--- config.mk ---
export PLATFORM = sky130hd
export DESIGN_NAME = seven_seg_scan_driver_flat
export DESIGN_NICKNAME = d
export VERILOG_FILES = /design/src/rtl/seven_seg_scan_driver_pkg.sv /design/src/rtl/seven_seg_scan_driver_if.sv /design/src/rtl/seven_seg_scan_driver_decoder.sv /design/src/rtl/seven_seg_scan_driver.sv /design/src/flat_wrapper.sv
export SDC_FILE = /design/constraint.sdc
export NUM_CORES = 1
export LEC_CHECK = 0
export ABC_AREA = 0
export BUFFER_PORTS_ARGS = -buffer_cell sky130_fd_sc_hd__clkbuf_2
export CORE_AREA = 8 8 73 88
export DETAILED_ROUTE_END_ITERATION = 7
export DIE_AREA = 0 0 81 96
export GPL_ROUTABILITY_DRIVEN = 0
export HOLD_SLACK_MARGIN = 0.03
export PLACE_DENSITY = 0.8
export RECOVER_POWER = 50
export SYNTH_ARGS = -nofsm -noshare
export SYNTH_HDL_FRONTEND = slang
export SYNTH_SLANG_ARGS = --single-unit
--- constraint.sdc ---
create_clock -name clk -period 2.4 [get_ports clk]
set_input_delay 0.24 -clock clk [delete_from_list [all_inputs] [get_ports clk]]
set_output_delay 0.24 -clock clk [all_outputs]
set_load 0.005 [all_outputs]
--- src/rtl/seven_seg_scan_driver_pkg.sv ---
// ---------------------------------------------------------------------------
// seven_seg_scan_driver_pkg
// Shared definitions for the seven-segment scan driver (the "seven_seg_defs"
// header): special digit codes, the sixteen active-low segment patterns
// ({g,f,e,d,c,b,a}), the scan slot encoding and the packed digit record.
// No ports; imported by the interface, decoder and top.
// ---------------------------------------------------------------------------
package seven_seg_scan_driver_pkg;

  // Digit codes with special meaning above the hex range that is shown literally
  localparam logic [3:0] CODE_BLANK = 4'd14;
  localparam logic [3:0] CODE_MINUS = 4'd15;

  // Active-low segment patterns, bit order {g,f,e,d,c,b,a}
  localparam logic [6:0] SEG_0     = 7'b1000000;
  localparam logic [6:0] SEG_1     = 7'b1111001;
  localparam logic [6:0] SEG_2     = 7'b0100100;
  localparam logic [6:0] SEG_3     = 7'b0110000;
  localparam logic [6:0] SEG_4     = 7'b0011001;
  localparam logic [6:0] SEG_5     = 7'b0010010;
  localparam logic [6:0] SEG_6     = 7'b0000010;
  localparam logic [6:0] SEG_7     = 7'b1111000;
  localparam logic [6:0] SEG_8     = 7'b0000000;
  localparam logic [6:0] SEG_9     = 7'b0010000;
  localparam logic [6:0] SEG_A     = 7'b0001000;
  localparam logic [6:0] SEG_B     = 7'b0000011;
  localparam logic [6:0] SEG_C     = 7'b1000110;
  localparam logic [6:0] SEG_D     = 7'b0100001;
  localparam logic [6:0] SEG_BLANK = 7'b1111111;
  localparam logic [6:0] SEG_MINUS = 7'b0111111;

  // Scan slot index; slot n drives an[n]
  typedef enum logic [1:0] {
    SLOT_ONE  = 2'd0,
    SLOT_TEN  = 2'd1,
    SLOT_HUN  = 2'd2,
    SLOT_SIGN = 2'd3
  } slot_e;

  // One full set of display digits
  typedef struct packed {
    logic [3:0] sign;
    logic [3:0] hun;
    logic [3:0] ten;
    logic [3:0] one;
  } digits_t;

  localparam digits_t DIGITS_BLANK = digits_t'({4{CODE_BLANK}});

endpackage

--- src/rtl/seven_seg_scan_driver_if.sv ---
// ---------------------------------------------------------------------------
// seven_seg_scan_driver_if
// Bundles the digit-code capture bus from the BCD encoder and the display
// pins going to the board.
//   sign/hun/ten/one : 4-bit digit codes (sign: 14 blank, 15 minus)
//   data_valid       : capture strobe for the four codes
//   an               : active-low digit enables, an[0] = ones .. an[3] = sign
//   seg              : active-low segments {g,f,e,d,c,b,a}
//   frame_strobe     : one-cycle pulse at each frame commit
// master = producer / observer side, slave = the scan driver itself.
// ---------------------------------------------------------------------------
interface seven_seg_scan_driver_if;

  logic [3:0] sign;
  logic [3:0] hun;
  logic [3:0] ten;
  logic [3:0] one;
  logic       data_valid;
  logic [3:0] an;
  logic [6:0] seg;
  logic       frame_strobe;

  modport master (
    output sign, hun, ten, one, data_valid,
    input  an, seg, frame_strobe
  );

  modport slave (
    input  sign, hun, ten, one, data_valid,
    output an, seg, frame_strobe
  );

endinterface

--- src/rtl/seven_seg_scan_driver_decoder.sv ---
// ---------------------------------------------------------------------------
// seven_seg_decoder
// Purely combinational 4-bit digit code to active-low seven-segment pattern.
//   code : digit code 0..15 (10..13 = A,b,C,d; 14 = blank; 15 = minus)
//   seg  : pattern {g,f,e,d,c,b,a}, low = segment lit
// ---------------------------------------------------------------------------
module seven_seg_decoder
  import seven_seg_scan_driver_pkg::*;
(
  input  logic [3:0] code,
  output logic [6:0] seg
);

  // Full 16-entry table, so every code has a defined pattern
  always_comb begin
    seg = SEG_BLANK;
    case (code)
      4'd0:    seg = SEG_0;
      4'd1:    seg = SEG_1;
      4'd2:    seg = SEG_2;
      4'd3:    seg = SEG_3;
      4'd4:    seg = SEG_4;
      4'd5:    seg = SEG_5;
      4'd6:    seg = SEG_6;
      4'd7:    seg = SEG_7;
      4'd8:    seg = SEG_8;
      4'd9:    seg = SEG_9;
      4'd10:   seg = SEG_A;
      4'd11:   seg = SEG_B;
      4'd12:   seg = SEG_C;
      4'd13:   seg = SEG_D;
      4'd14:   seg = SEG_BLANK;
      default: seg = SEG_MINUS;
    endcase
  end

endmodule

--- src/rtl/seven_seg_scan_driver.sv ---
// ---------------------------------------------------------------------------
// seven_seg_scan_driver
// Time-multiplexes four digit codes onto a 4-digit common-anode display.
// A refresh divider produces one tick per digit slot, a 2-bit scan index
// walks ones -> ten -> hun -> sign, and a double-buffered digit store
// (pending + display) means shown values only change at frame end.
//   clk, rst : system clock, synchronous active-high reset
//   bus      : seven_seg_scan_driver_if.slave (codes, data_valid, an, seg,
//              frame_strobe)
// Parameter CLK_DIV (>= 2): clock cycles per digit slot.
// Build option: define SEVEN_SEG_LEADING_ZERO_BLANK_EN to blank leading
// zeros in the hundreds and tens slots at decode time.
// ---------------------------------------------------------------------------
module seven_seg_scan_driver
  import seven_seg_scan_driver_pkg::*;
#(
  parameter int CLK_DIV = 50000
) (
  input  logic                   clk,
  input  logic                   rst,
  seven_seg_scan_driver_if.slave bus
);

  localparam int CNT_W = (CLK_DIV > 1) ? $clog2(CLK_DIV) : 1;

  logic [CNT_W-1:0] count_q, count_d;
  slot_e            idx_q, idx_d;
  digits_t          pend_q, pend_d;
  digits_t          disp_q, disp_d;
  logic             dirty_q, dirty_d;
  logic [3:0]       an_q, an_d;
  logic [6:0]       seg_q, seg_d;

  logic             tick;
  logic             commit;
  logic [3:0]       slot_code;
  logic [3:0]       shown_code;
  logic [6:0]       dec_seg;

  // Divider, scan index and double-buffered digit store. A capture in the
  // commit cycle still moves the old pending set to the display and keeps
  // dirty set so the new set lands on the following frame.
  always_comb begin
    count_d = count_q + CNT_W'(1);
    idx_d   = idx_q;
    pend_d  = pend_q;
    disp_d  = disp_q;
    dirty_d = dirty_q;

    tick   = (count_q == CNT_W'(CLK_DIV - 1));
    commit = tick && (idx_q == SLOT_SIGN);

    if (tick) begin
      count_d = '0;
      idx_d   = slot_e'(idx_q + 2'd1);
    end

    if (commit && dirty_q) begin
      disp_d  = pend_q;
      dirty_d = 1'b0;
    end

    if (bus.data_valid) begin
      pend_d  = '{sign: bus.sign, hun: bus.hun, ten: bus.ten, one: bus.one};
      dirty_d = 1'b1;
    end
  end

  // Select the display digit for the current slot, then optionally blank
  // leading zeros (ones and sign are never touched)
  always_comb begin
    slot_code = disp_q.one;
    case (idx_q)
      SLOT_ONE:  slot_code = disp_q.one;
      SLOT_TEN:  slot_code = disp_q.ten;
      SLOT_HUN:  slot_code = disp_q.hun;
      SLOT_SIGN: slot_code = disp_q.sign;
      default:   slot_code = disp_q.one;
    endcase

    shown_code = slot_code;
`ifdef SEVEN_SEG_LEADING_ZERO_BLANK_EN
    if ((idx_q == SLOT_HUN) && (disp_q.hun == 4'd0)) begin
      shown_code = CODE_BLANK;
    end
    if ((idx_q == SLOT_TEN) && (disp_q.ten == 4'd0) && (disp_q.hun == 4'd0)) begin
      shown_code = CODE_BLANK;
    end
`else
    shown_code = slot_code;
`endif
  end

  seven_seg_decoder u_decoder (
    .code (shown_code),
    .seg  (dec_seg)
  );

  // Registered pin drive follows the scan index by one cycle
  always_comb begin
    an_d  = ~(4'b0001 << idx_q);
    seg_d = dec_seg;
  end

  // State register with synchronous reset; reset blanks every digit and
  // discards pending data
  always_ff @(posedge clk) begin
    if (rst) begin
      count_q <= '0;
      idx_q   <= SLOT_ONE;
      pend_q  <= DIGITS_BLANK;
      disp_q  <= DIGITS_BLANK;
      dirty_q <= 1'b0;
      an_q    <= 4'b1111;
      seg_q   <= SEG_BLANK;
    end else begin
      count_q <= count_d;
      idx_q   <= idx_d;
      pend_q  <= pend_d;
      disp_q  <= disp_d;
      dirty_q <= dirty_d;
      an_q    <= an_d;
      seg_q   <= seg_d;
    end
  end

  assign bus.an           = an_q;
  assign bus.seg          = seg_q;
  assign bus.frame_strobe = commit;

endmodule
--- src/flat_wrapper.sv ---
// flat-port wrapper written by rule: the top's interface ports become plain ports
module seven_seg_scan_driver_flat import seven_seg_scan_driver_pkg::*;
#(
  parameter int CLK_DIV = 50000
)
  (clk, rst, bus_sign, bus_hun, bus_ten, bus_one, bus_data_valid, bus_an, bus_seg, bus_frame_strobe);
  seven_seg_scan_driver_if bus_i ();
  input  logic clk;
  input  logic rst;
  input wire logic [$bits(bus_i.sign)-1:0] bus_sign;
  input wire logic [$bits(bus_i.hun)-1:0] bus_hun;
  input wire logic [$bits(bus_i.ten)-1:0] bus_ten;
  input wire logic [$bits(bus_i.one)-1:0] bus_one;
  input wire logic [$bits(bus_i.data_valid)-1:0] bus_data_valid;
  output wire logic [$bits(bus_i.an)-1:0] bus_an;
  output wire logic [$bits(bus_i.seg)-1:0] bus_seg;
  output wire logic [$bits(bus_i.frame_strobe)-1:0] bus_frame_strobe;
  assign bus_i.sign = bus_sign;
  assign bus_i.hun = bus_hun;
  assign bus_i.ten = bus_ten;
  assign bus_i.one = bus_one;
  assign bus_i.data_valid = bus_data_valid;
  assign bus_an = bus_i.an;
  assign bus_seg = bus_i.seg;
  assign bus_frame_strobe = bus_i.frame_strobe;
  seven_seg_scan_driver #(.CLK_DIV(CLK_DIV)) u_core (.clk(clk), .rst(rst), .bus(bus_i));
endmodule
==> metrics.txt <==
cell-internal power=1488 µW; total gr overflow=0; Initial Util=52.81%; Core ar.=5080 µm²; pwr/cell area=638.7 nW/µm²; status=finished clean; DR WL met3=323 µm; GRT Total Usage=between 10% and 20%; final setup margin=around 0.18 ns; final setup vio count=0; dpl cells=~370; main area contributors after synthesis=dfxtp_1 (46%), mux2i_1 (8.6%), nand3_1 (6.3%), ha_1 (5.1%), nand2_1 (3.5%); vias per cell=5.523; Switching Fraction=22.70%; setup TNS=0 ns; 1st-iter DRT viols=141; Netlist cell types=32; R2R setup slack=0.18 ns; Root Driver=clkbuf_8; # DRC=0; commonest non-fill, non-tap cell in the layout=dfxtp_1; Nets=between 300 and 400; number of buffers added on ports=30; Slew @ Worst Pin=1.218 ns; DP HPWL=3613 µm; ys async rst share=0%; top sig layer=met4; clock latency on the worst-skew pair=0.34 ns; Die Width=81 µm; Post-Route WL=5192 µm; Ports=31; Setup Slack @ Placement=0.1116 ns; final hold vios=0; drt wl/cell=13.52 µm; Syn Area/Cell=9.250 µm²; VDD IR max=0.0004133 V; most frequent cells in the layout=dfxtp_1 (62), nand3_1 (34), nand2_1 (25), mux2i_1 (23), nor2_1 (22); fin. max-slew vios=0; Final period util=92.60%; layout cells sized above 1=13.35%; Worst Setup SP=u_core.idx_q[0]; H-tree Lvls=3; cell area after placement=2861 µm²; # diodes=0; crit path DAT=about 2.5 ns; first-pass GRT wire length=between 8000 and 9000 µm; part of the power in registers=55.3%; share of power burned in the clock network=40.9%; Clock Skew=0.007989 ns; clk slew on worst S/H paths=around 0.07 ns; Seq/Total Area, Yosys=46.27%; largest net degree at the start of global routing=31; critical path fanouts, max=6; FF-to-FF path depth=9; Max clock buf depth=2; Yosys Warn Count=0; TritonRoute pass-1 iters=4; worst r2r src=u_core.idx_q[0]; Post-Syn Area=approximately 2700 µm²; die area=7776 µm²; post-cts sizing count=0; CTS Hold Bufs=0; Mapped Nets=320; number of core rows=29; Setup crit start kind=register; Post-CTS Setup Inserts=0; Syn-to-layout area delta=12.31%; Gate power share=3.8%; vias=around 2100; crit path time final=2.222 ns; Post-synth EDFFs=0; met2 wire length=2444 µm; antenna violations before repair=0; Yosys top cell area share=46.27%; post-route insts no fill=384; leakage=0.001246 µW; area leader, netlist=dfxtp_1; Crit. End Element=register; CP Capture Point=u_core.bus.seg[6]; Hold WS=0.1149 ns; vias in the first global route=about 2000; Max Freq=0.4500 GHz; flop and latch count out of synthesis=62; Die H=between 90 and 100 µm; Num CTS Buffers=9; P_sw=436.9 µW; critical path class=reg -> reg; worst r2r dst=u_core.bus.seg[6]; maximum capacitance violations=0; min-delay worst type=in -> reg; Design Area, Final=3013 µm²; CTS tree=built; clock sink count=62; worst endpoint required time=2.63 ns; setup repair after global routing missed its margin=false; Synth Flop Type=dfxtp_1; remaining antenna violation count after routing=0; Met1 Wirelength=2338 µm; relative slew slack=between 10% and 20%; Syn Inst Count=290
==> critical path: stages (launching register included) <==
cell and delay, ns:
dfxtp_1 0.40, inv_1 0.11, ha_1 0.31, a21oi_1 0.15, a32o_2 0.27, inv_1 0.13
ha_1 0.25, nor2_1 0.12, mux2i_1 0.09, a221o_1 0.30
==> cells in the mapped netlist, types with 4 or more instances <==
| cell type | n |
|---|---|
| a21oi_1 | 11 |
| a221o_1 | 4 |
| a22oi_1 | 4 |
| and4_1 | 4 |
| buf_2 | 6 |
| clkbuf_1 | 12 |
| dfxtp_1 | 62 |
| ha_1 | 11 |
| inv_1 | 11 |
| mux2i_1 | 23 |
| nand2_1 | 25 |
| nand3_1 | 34 |
| nand4_1 | 5 |
| nor2_1 | 22 |
| o21ai_0 | 18 |
| xnor2_1 | 4 |
| xor2_1 | 10 |
==> power by group through the flow <==
stage	Clock, µW	Sequential [µW]	Combinational [µW]
after floorplan	0	1080	51.7
after global placement	0	1090	71.5
after detailed placement	0	1090	74.4
after CTS	798	1060	74.4
after global routing	849	1070	80.3
final	787	1060	72.3
==> logic make-up (layout without fill, tap and decap cells) <==
| group | after synthesis | in the layout | share of synthesized area [%] |
|---|---|---|---|
| adders and majority gates | 11 | 11 | 5.131 |
| buffers and inverters | 31 | 63 | 5.037 |
| and+or+nand+nor | 105 | 105 | 19.31 |
| muxes | 25 | 25 | 9.981 |
| xor gates and xnor gates | 14 | 14 | 4.571 |
| AOI/OAI and AO/OA | 42 | 42 | 9.702 |
| DFF | 62 | 62 | 46.27 |
==> worst min path at each step <==
stage,slack [ns],end,depth (start not counted),start
2_1_floorplan,0.37,u_core.pend_q[10],2,bus_hun[2]
3_3_place_gp,0.44,u_core.count_q[0],1,u_core.count_q[0]
3_5_place_dp,0.46,u_core.count_q[0],1,u_core.count_q[0]
4_1_cts,0.11,u_core.pend_q[7],3,bus_ten[3]
5_1_grt,0.10,u_core.pend_q[1],3,bus_one[1]
6_report,0.11,u_core.pend_q[1],3,bus_one[1]
==> stage by stage <==
stage / util (%) / power (µW)
2_1_floorplan: - / 1135
3_3_place_gp: 56.33 / 1158
3_5_place_dp: 56.33 / 1162
4_1_cts: 59.66 / 1937
5_1_grt: 59.31 / 1996
6_report: 59.31 / 1924
==> state kept, by name (all words and copies together) (netlist names) <==
register / cells
u_core.dirty_q: 1
u_core.pend_q: 16
u_core.idx_q: 2
u_core.bus.seg: 7
u_core.count_q: 16
u_core.disp_q: 16
u_core.bus.an: 4
==> per-layer routing <==
metal / global-route usage (%) / vias up
met1: 16.14 / 1000
met3: 4.953 / 10
li1: - / 1060
met5: 0 / -
met2: 23.24 / 51
met4: 6.716 / 0
==> final cells by class <==
cell class / count / area, µm²
Tap cell: 62 / 77.57
Clock inverter: 3 / 20.02
Multi-Input combinational cell: 197 / 1308
Clock buffer: 13 / 148.9
Sequential cell: 62 / 1241
Fill cell: 447 / 2067
Timing Repair Buffer: 36 / 176.4
Inverter: 11 / 41.29
Note: power is estimated with default switching activity, not from simulation.
